`config.mk`:
```
export PLATFORM = sky130hd
export DESIGN_NAME = id_issue_ctrl_flat
export DESIGN_NICKNAME = d
export VERILOG_FILES = /design/src/rtl/id_issue_ctrl_pkg.sv /design/src/rtl/id_issue_ctrl_if.sv /design/src/rtl/id_issue_ctrl_scoreboard.sv /design/src/rtl/id_issue_ctrl.sv /design/src/flat_wrapper.sv
export SDC_FILE = /design/constraint.sdc
export NUM_CORES = 1
export LEC_CHECK = 0
export ABC_AREA = 1
export BUFFER_PORTS_ARGS = -buffer_cell sky130_fd_sc_hd__buf_2
export CORE_ASPECT_RATIO = 0.9
export CORE_MARGIN = 4
export CORE_UTILIZATION = 40
export CTS_BUF_LIST = sky130_fd_sc_hd__clkbuf_2 sky130_fd_sc_hd__clkbuf_4 sky130_fd_sc_hd__clkbuf_8
export DETAILED_ROUTE_END_ITERATION = 8
export GPL_TIMING_DRIVEN = 1
export SLEW_MARGIN = 20
export SYNTH_ARGS = -nofsm -noshare
export SYNTH_HDL_FRONTEND = slang
export SYNTH_SLANG_ARGS = --single-unit
```
`constraint.sdc`:
```
create_clock -name clk -period 1.75 [get_ports clk]
set_input_delay 0.0875 -clock clk [delete_from_list [all_inputs] [get_ports clk]]
set_output_delay 0.0875 -clock clk [all_outputs]
set_load 0.02 [all_outputs]
```
`src/rtl/id_issue_ctrl_pkg.sv`:
```
// Shared decode/issue types for the id_issue_ctrl slice.
// Optional feature macro: CPU_LOAD_BYPASS_EN (see id_load_scoreboard).
package cpu_defs;

    typedef logic       Bit_t;
    typedef logic [4:0] RegAddr_t;

    typedef enum logic [3:0] {
        OP_INVALID = 4'd0,
        OP_ADDU    = 4'd1,
        OP_SUBU    = 4'd2,
        OP_AND     = 4'd3,
        OP_OR      = 4'd4,
        OP_ORI     = 4'd5,
        OP_ADDIU   = 4'd6,
        OP_LW      = 4'd7,
        OP_SW      = 4'd8
    } Oper_t;

    typedef enum logic {
        ISS_RUN   = 1'b0,
        ISS_DRAIN = 1'b1
    } IssueState_t;

endpackage

```
`src/rtl/id_issue_ctrl_if.sv`:
```
// Decode -> issue -> EX handshake plus load write-back bus.
// Optional feature macro: CPU_LOAD_BYPASS_EN (no effect on this interface).
interface id_issue_if #(
    parameter int CNT_W = 2
);
    import cpu_defs::*;

    Bit_t             id_valid;
    Bit_t             id_ready;
    Oper_t            id_op;
    RegAddr_t         id_raddr1;
    RegAddr_t         id_raddr2;
    RegAddr_t         id_waddr;
    Bit_t             id_we;
    Bit_t             issue_valid;
    Bit_t             ex_ready;
    Oper_t            issue_op;
    RegAddr_t         issue_raddr1;
    RegAddr_t         issue_raddr2;
    RegAddr_t         issue_waddr;
    Bit_t             issue_we;
    Bit_t             wb_valid;
    RegAddr_t         wb_addr;
    Bit_t             flush;
    logic [CNT_W-1:0] load_cnt;
    Bit_t             sb_err;

    modport slave (
        input  id_valid, id_op, id_raddr1, id_raddr2, id_waddr, id_we,
        input  ex_ready, wb_valid, wb_addr, flush,
        output id_ready, issue_valid, issue_op, issue_raddr1,
        output issue_raddr2, issue_waddr, issue_we, load_cnt, sb_err
    );

    modport master (
        output id_valid, id_op, id_raddr1, id_raddr2, id_waddr, id_we,
        output ex_ready, wb_valid, wb_addr, flush,
        input  id_ready, issue_valid, issue_op, issue_raddr1,
        input  issue_raddr2, issue_waddr, issue_we, load_cnt, sb_err
    );

endinterface

```
`src/rtl/id_issue_ctrl_scoreboard.sv`:
```
// Per-GPR outstanding-load scoreboard and hazard lookup.
// Macro CPU_LOAD_BYPASS_EN: loads retiring this cycle no longer cause hazards.
module id_load_scoreboard
    import cpu_defs::*;
#(
    parameter int MAX_LOADS = 2,
    parameter int CNT_W     = $clog2(MAX_LOADS + 1)
) (
    input  logic             clk,
    input  logic             rst_n,
    input  Bit_t             id_valid_i,
    input  Oper_t            id_op_i,
    input  RegAddr_t         id_raddr1_i,
    input  RegAddr_t         id_raddr2_i,
    input  RegAddr_t         id_waddr_i,
    input  Bit_t             id_we_i,
    input  Bit_t             load_acc_i,
    input  Bit_t             wb_valid_i,
    input  RegAddr_t         wb_addr_i,
    output Bit_t             hazard_o,
    output logic [CNT_W-1:0] load_cnt_o,
    output logic [CNT_W-1:0] load_cnt_d_o,
    output Bit_t             sb_err_o
);

    localparam logic [CNT_W-1:0] CNT_MAX = CNT_W'(MAX_LOADS);
    localparam logic [CNT_W-1:0] CNT_ONE = CNT_W'(1);

    logic [31:0]      pend_q, pend_d;
    logic [CNT_W-1:0] cnt_q, cnt_d;
    Bit_t             err_q;

    logic [31:0] ret_mask, ret_clr, set_mask, pend_eff;
    Bit_t        ret_hit, ret_zero, ret_dec, ret_err, cnt_full;

    // Retire/allocate bookkeeping and hazard lookup
    always_comb begin
        ret_mask = '0;
        if (wb_valid_i) ret_mask[wb_addr_i] = 1'b1;
        ret_hit  = wb_valid_i & (wb_addr_i != '0) & pend_q[wb_addr_i];
        ret_zero = wb_valid_i & (wb_addr_i == '0) & (cnt_q != '0);
        ret_dec  = (ret_hit | ret_zero) & (cnt_q != '0);
        ret_err  = wb_valid_i & ~ret_dec;
        ret_clr  = ret_hit ? ret_mask : 32'b0;

        set_mask = '0;
        if (load_acc_i && id_waddr_i != '0) set_mask[id_waddr_i] = 1'b1;
        // A same-cycle set beats the clear of the retiring load
        pend_d = (pend_q & ~ret_clr) | set_mask;

        cnt_d = cnt_q;
        if (load_acc_i && !ret_dec)      cnt_d = cnt_q + CNT_ONE;
        else if (!load_acc_i && ret_dec) cnt_d = cnt_q - CNT_ONE;

`ifdef CPU_LOAD_BYPASS_EN
        pend_eff = pend_q & ~ret_mask;
        cnt_full = (cnt_q == CNT_MAX) & ~ret_dec;
`else
        pend_eff = pend_q;
        cnt_full = (cnt_q == CNT_MAX);
`endif

        hazard_o = id_valid_i & (
              ((id_raddr1_i != '0) & pend_eff[id_raddr1_i])
            | ((id_raddr2_i != '0) & pend_eff[id_raddr2_i])
            | (id_we_i & (id_waddr_i != '0) & pend_eff[id_waddr_i])
            | ((id_op_i == OP_LW) & cnt_full));
    end

    // Scoreboard state and sticky error
    always_ff @(posedge clk) begin
        if (!rst_n) begin
            pend_q <= '0;
            cnt_q  <= '0;
            err_q  <= 1'b0;
        end else begin
            pend_q <= pend_d;
            cnt_q  <= cnt_d;
            if (ret_err) err_q <= 1'b1;
        end
    end

    assign load_cnt_o   = cnt_q;
    assign load_cnt_d_o = cnt_d;
    assign sb_err_o     = err_q;

endmodule

```
`src/rtl/id_issue_ctrl.sv`:
```
// Issue controller: one registered issue slot plus flush-drain FSM.
// Macro CPU_LOAD_BYPASS_EN enables same-cycle issue past retiring loads.
module id_issue_ctrl
    import cpu_defs::*;
#(
    parameter  int MAX_LOADS = 2,
    localparam int CNT_W     = $clog2(MAX_LOADS + 1)
) (
    input logic  clk,
    input logic  rst_n,
    id_issue_if.slave bus
);

    IssueState_t state_q;
    Bit_t        valid_q;
    Oper_t       op_q;
    RegAddr_t    ra1_q, ra2_q, wa_q;
    Bit_t        we_q;

    Bit_t             hazard, ready, accept, load_acc, sb_err;
    logic [CNT_W-1:0] cnt, cnt_d;

    // Handshake: accept only in RUN with a free or draining slot
    always_comb begin
        ready = rst_n & (state_q == ISS_RUN) & ~bus.flush & ~hazard
              & (~valid_q | bus.ex_ready);
        accept   = bus.id_valid & ready;
        load_acc = accept & (bus.id_op == OP_LW);
    end

    id_load_scoreboard #(
        .MAX_LOADS (MAX_LOADS),
        .CNT_W     (CNT_W)
    ) u_sb (
        .clk          (clk),
        .rst_n        (rst_n),
        .id_valid_i   (bus.id_valid),
        .id_op_i      (bus.id_op),
        .id_raddr1_i  (bus.id_raddr1),
        .id_raddr2_i  (bus.id_raddr2),
        .id_waddr_i   (bus.id_waddr),
        .id_we_i      (bus.id_we),
        .load_acc_i   (load_acc),
        .wb_valid_i   (bus.wb_valid),
        .wb_addr_i    (bus.wb_addr),
        .hazard_o     (hazard),
        .load_cnt_o   (cnt),
        .load_cnt_d_o (cnt_d),
        .sb_err_o     (sb_err)
    );

    // Drain FSM and issue slot
    always_ff @(posedge clk) begin
        if (!rst_n) begin
            state_q <= ISS_RUN;
            valid_q <= 1'b0;
            op_q    <= OP_INVALID;
            ra1_q   <= '0;
            ra2_q   <= '0;
            wa_q    <= '0;
            we_q    <= 1'b0;
        end else begin
            unique case (state_q)
                ISS_RUN:   if (bus.flush && cnt_d != '0) state_q <= ISS_DRAIN;
                ISS_DRAIN: if (cnt_d == '0) state_q <= ISS_RUN;
                default:   state_q <= ISS_RUN;
            endcase
            if (bus.flush) begin
                valid_q <= 1'b0;
            end else if (accept) begin
                valid_q <= 1'b1;
                op_q    <= bus.id_op;
                ra1_q   <= bus.id_raddr1;
                ra2_q   <= bus.id_raddr2;
                wa_q    <= bus.id_waddr;
                we_q    <= bus.id_we;
            end else if (bus.ex_ready) begin
                valid_q <= 1'b0;
            end
        end
    end

    assign bus.id_ready     = ready;
    assign bus.issue_valid  = valid_q;
    assign bus.issue_op     = op_q;
    assign bus.issue_raddr1 = ra1_q;
    assign bus.issue_raddr2 = ra2_q;
    assign bus.issue_waddr  = wa_q;
    assign bus.issue_we     = we_q;
    assign bus.load_cnt     = cnt;
    assign bus.sb_err       = sb_err;

endmodule

```
`src/flat_wrapper.sv`:
```
// flat-port wrapper written by rule: the top's interface ports become plain ports
module id_issue_ctrl_flat import cpu_defs::*;
#(
    parameter  int MAX_LOADS = 2,
    localparam int CNT_W     = $clog2(MAX_LOADS + 1)
)
  (clk, rst_n, bus_id_valid, bus_id_op, bus_id_raddr1, bus_id_raddr2, bus_id_waddr, bus_id_we, bus_ex_ready, bus_wb_valid, bus_wb_addr, bus_flush, bus_id_ready, bus_issue_valid, bus_issue_op, bus_issue_raddr1, bus_issue_raddr2, bus_issue_waddr, bus_issue_we, bus_load_cnt, bus_sb_err);
  id_issue_if #(.CNT_W(2)) bus_i ();
  input logic clk;
  input logic rst_n;
  input wire logic [$bits(bus_i.id_valid)-1:0] bus_id_valid;
  input wire logic [$bits(bus_i.id_op)-1:0] bus_id_op;
  input wire logic [$bits(bus_i.id_raddr1)-1:0] bus_id_raddr1;
  input wire logic [$bits(bus_i.id_raddr2)-1:0] bus_id_raddr2;
  input wire logic [$bits(bus_i.id_waddr)-1:0] bus_id_waddr;
  input wire logic [$bits(bus_i.id_we)-1:0] bus_id_we;
  input wire logic [$bits(bus_i.ex_ready)-1:0] bus_ex_ready;
  input wire logic [$bits(bus_i.wb_valid)-1:0] bus_wb_valid;
  input wire logic [$bits(bus_i.wb_addr)-1:0] bus_wb_addr;
  input wire logic [$bits(bus_i.flush)-1:0] bus_flush;
  output wire logic [$bits(bus_i.id_ready)-1:0] bus_id_ready;
  output wire logic [$bits(bus_i.issue_valid)-1:0] bus_issue_valid;
  output wire logic [$bits(bus_i.issue_op)-1:0] bus_issue_op;
  output wire logic [$bits(bus_i.issue_raddr1)-1:0] bus_issue_raddr1;
  output wire logic [$bits(bus_i.issue_raddr2)-1:0] bus_issue_raddr2;
  output wire logic [$bits(bus_i.issue_waddr)-1:0] bus_issue_waddr;
  output wire logic [$bits(bus_i.issue_we)-1:0] bus_issue_we;
  output wire logic [$bits(bus_i.load_cnt)-1:0] bus_load_cnt;
  output wire logic [$bits(bus_i.sb_err)-1:0] bus_sb_err;
  assign bus_i.id_valid = bus_id_valid;
  assign bus_i.id_op = bus_id_op;
  assign bus_i.id_raddr1 = bus_id_raddr1;
  assign bus_i.id_raddr2 = bus_id_raddr2;
  assign bus_i.id_waddr = bus_id_waddr;
  assign bus_i.id_we = bus_id_we;
  assign bus_i.ex_ready = bus_ex_ready;
  assign bus_i.wb_valid = bus_wb_valid;
  assign bus_i.wb_addr = bus_wb_addr;
  assign bus_i.flush = bus_flush;
  assign bus_id_ready = bus_i.id_ready;
  assign bus_issue_valid = bus_i.issue_valid;
  assign bus_issue_op = bus_i.issue_op;
  assign bus_issue_raddr1 = bus_i.issue_raddr1;
  assign bus_issue_raddr2 = bus_i.issue_raddr2;
  assign bus_issue_waddr = bus_i.issue_waddr;
  assign bus_issue_we = bus_i.issue_we;
  assign bus_load_cnt = bus_i.load_cnt;
  assign bus_sb_err = bus_i.sb_err;
  id_issue_ctrl #(.MAX_LOADS(MAX_LOADS)) u_core (.clk(clk), .rst_n(rst_n), .bus(bus_i));
endmodule
```
==> metrics <==
area of the multi-input gates 0.00241 mm²; H-Tree Level Count 3; IO Port Bufs 55; Hold Startpoint bus_flush; number of synthesized flops with an enable pin 0; largest net degree at the start of global routing 33; RSZ-0062 raised after global routing yes; # diodes 0; antenna violations before repair 0; Worst setup startpoint u_core.u_sb.pend_eff[14]; GRT Total Usage 0.255; clock-pin slew on the worst setup and hold paths 0.07 ns; WL/cell 16.3 µm; Startpoint Class flip-flop; Fin. Hold Viols 0; leakage power 2.47 nW; via count 4756; Post-synth top cells nand2_1 (199), inv_1 (78), o21ai_0 (68), nand3_1 (62); WP data arrival 2.36 ns; CP Cell Sequence buf_4 -> o211ai_1 -> nand3_1 -> nand3_1 -> nand2_1 -> nand2_2 -> nand3_4 -> nor2_4 -> nand3_4 -> nor2_4 -> buf_6 -> nand3_1 -> a21oi_1; synthesized area per cell 6.00 µm²; fin nets 807; CP Max Fanout 5; fin. max-slew vios 0; worst-margin pin slew 0.476 ns; vias in the first global route 4442; Worst-Skew Late Latency 0.34 ns; Num CTS Buffers 9; failing checks setup timing; Setup CP Type reg -> reg; GP Congestion 0.936; final worst-path cycle share 1.20; Detail Placement HPWL 10500 µm; area delta synth->final 40.4%; CTS Buffer Depth 2; Die Ht 101 µm; cell with the most instances after synthesis nand2_1; Async SR Flop Fraction 0; die area 0.0113 mm²; first-pass GRT wire length 23100 µm; fraction of layout cells with a size suffix above 1 0.331; Max Clock Freq 0.476 GHz; YS warnings 0; CP dominant cell by count nand3_1; crit end category flip-flop; DRC viols 0; CTS sink count 57; via/cell ratio 5.28; Synth cell types 32; CTS tree yes; slowest stage cell, crit path dfxtp_1; Max-Cap Viols 0; antenna-violating nets left 0; Register Area 0.00118 mm²; Core Area 0.00925 mm²; PwrDens 615 mW/mm²; post-synthesis sequential area ratio 0.295; worst setup margin -0.352 ns; Hold Path Class in -> reg; clock period minus worst slack 2.10 ns; 1st-pass router iterations 5; CP peak stage delay 0.33 ns; peak supply drop 0.476 mV; Fin Setup TNS -15.39 ns; Post-Route Utilization 0.586; Std-Cell Rows 33; die width 112 µm; Post-Layout Inst Area 0.00542 mm²; initial core utilization 0.418; Post-synth top flop dfxtp_1; cell area after synthesis 0.00386 mm²; area leader, netlist dfxtp_1; DRT Wirelength 14700 µm; Worst Path Required 2.01 ns; root buf cell clkbuf_8; post-synth top area share 0.295; Post-Synthesis Cells 644; Slew HR 0.680; Total Power 0.00334 W; Ports 56; flops & latches, synth 57; Fillers 934; Mapped Nets 677; synth top area cells dfxtp_1 (30%), nand2_1 (19%), o21ai_0 (8.8%); First DRT Iteration DRCs 410; instance area after placement 0.00482 mm²; status finished with violations; worst r2r src u_core.u_sb.pend_eff[14]; remaining global-route overflow 0; hold slack 0.0132 ns; final setup fails 56; Post-Route Skew 0.00831 ns
## stage by stage
| stage | setup WS [ns] | instances |
|---|---|---|
| after floorplan | -0.0224 | 644 |
| after global placement | -0.404 | 874 |
| after detailed placement | -0.417 | 874 |
| after CTS | -0.312 | 896 |
| after global routing | -0.504 | 901 |
| final | -0.352 | 901 |
## final cells by class
class	instances	area share
Timing Repair Buffer	146	0.214
Sequential cell	57	0.218
Inverter	84	0.0591
Clock buffer	11	0.0268
Multi-Input combinational cell	476	0.444
Tap cell	122	0.0281
Clock inverter	5	0.0101
## registers in the layout, indices dropped and copies added (netlist names)
signal and flops:
u_core.bus.issue_valid 1, u_core.u_sb.pend_eff 32, u_core.bus.issue_waddr 5, u_core.bus.issue_raddr2 5
u_core.bus.issue_we 1, u_core.state_q 1, u_core.u_sb.sb_err_o 1, u_core.u_sb.load_cnt_o 2
u_core.bus.issue_op 4, u_core.bus.issue_raddr1 5
## worst max-delay path, delay by kind of cell, from the launching register on
kind | cells | cell delay, ns
compound gates | 2 | 0.38
buf+inv | 2 | 0.26
flops | 1 | 0.33
simple gates | 9 | 1.04
## worst paths after layout
path	endpoint	slack, ns	depth (start not counted)
max reg2reg	u_core.u_sb.pend_eff[3]	-0.35	13
max	u_core.u_sb.pend_eff[3]	-0.35	13
min	u_core.bus.issue_valid	0.01	3
min reg2reg	u_core.bus.issue_raddr2[1]	0.44	2
## per-layer routing
layer	GRT usage	share of wire
met4	0.0580	0.0080
met3	0.0400	0.076
met2	0.403	0.45
met5	0	0
met1	0.368	0.47
## placed cells by master (no fill, tap or decap), types with 3 or more instances in the layout
master / netlist / routed
a21oi_1: 57 / 45
a21oi_2: 0 / 12
buf_12: 0 / 8
buf_16: 0 / 3
buf_2: 6 / 54
buf_4: 2 / 74
buf_6: 7 / 5
clkbuf_8: 0 / 10
dfxtp_1: 57 / 36
dfxtp_2: 0 / 15
dfxtp_4: 0 / 6
inv_1: 78 / 64
inv_2: 3 / 16
nand2_1: 199 / 189
nand2_2: 3 / 13
nand3_1: 62 / 56
nand3_2: 2 / 6
nor2_1: 23 / 19
nor2_2: 1 / 5
nor2_4: 3 / 3
nor3_1: 16 / 16
o211ai_1: 12 / 12
o21ai_0: 68 / 45
o21ai_1: 11 / 21
o21ai_2: 0 / 13
o22ai_1: 9 / 9
## logic make-up (layout without fill, tap and decap cells)
family	after synthesis	after routing	share of synthesized area
AO/OA/AOI/OAI	161	161	0.223
adder cells (fa/ha/maj)	2	2	0.00648
buffers and inverters	111	246	0.126
flip-flops	57	57	0.295
AND/OR/NAND/NOR	313	313	0.348
## where the power goes
group	internal [W]	total, W	switching (W)
Combinational	0.000288	0.000718	0.000430
Clock	0.000707	0.00128	0.000574
Sequential	0.00132	0.00134	0.0000171
## timing repair
action	CTS	global route
setup endpoints to repair	56	57
hold endpoints to repair	1	0
pin swaps	11	20
hold buffers	1	0
resized for setup	65	53
buffers inserted	3	4
cloned	3	1
(Power assumes the default switching activity.)
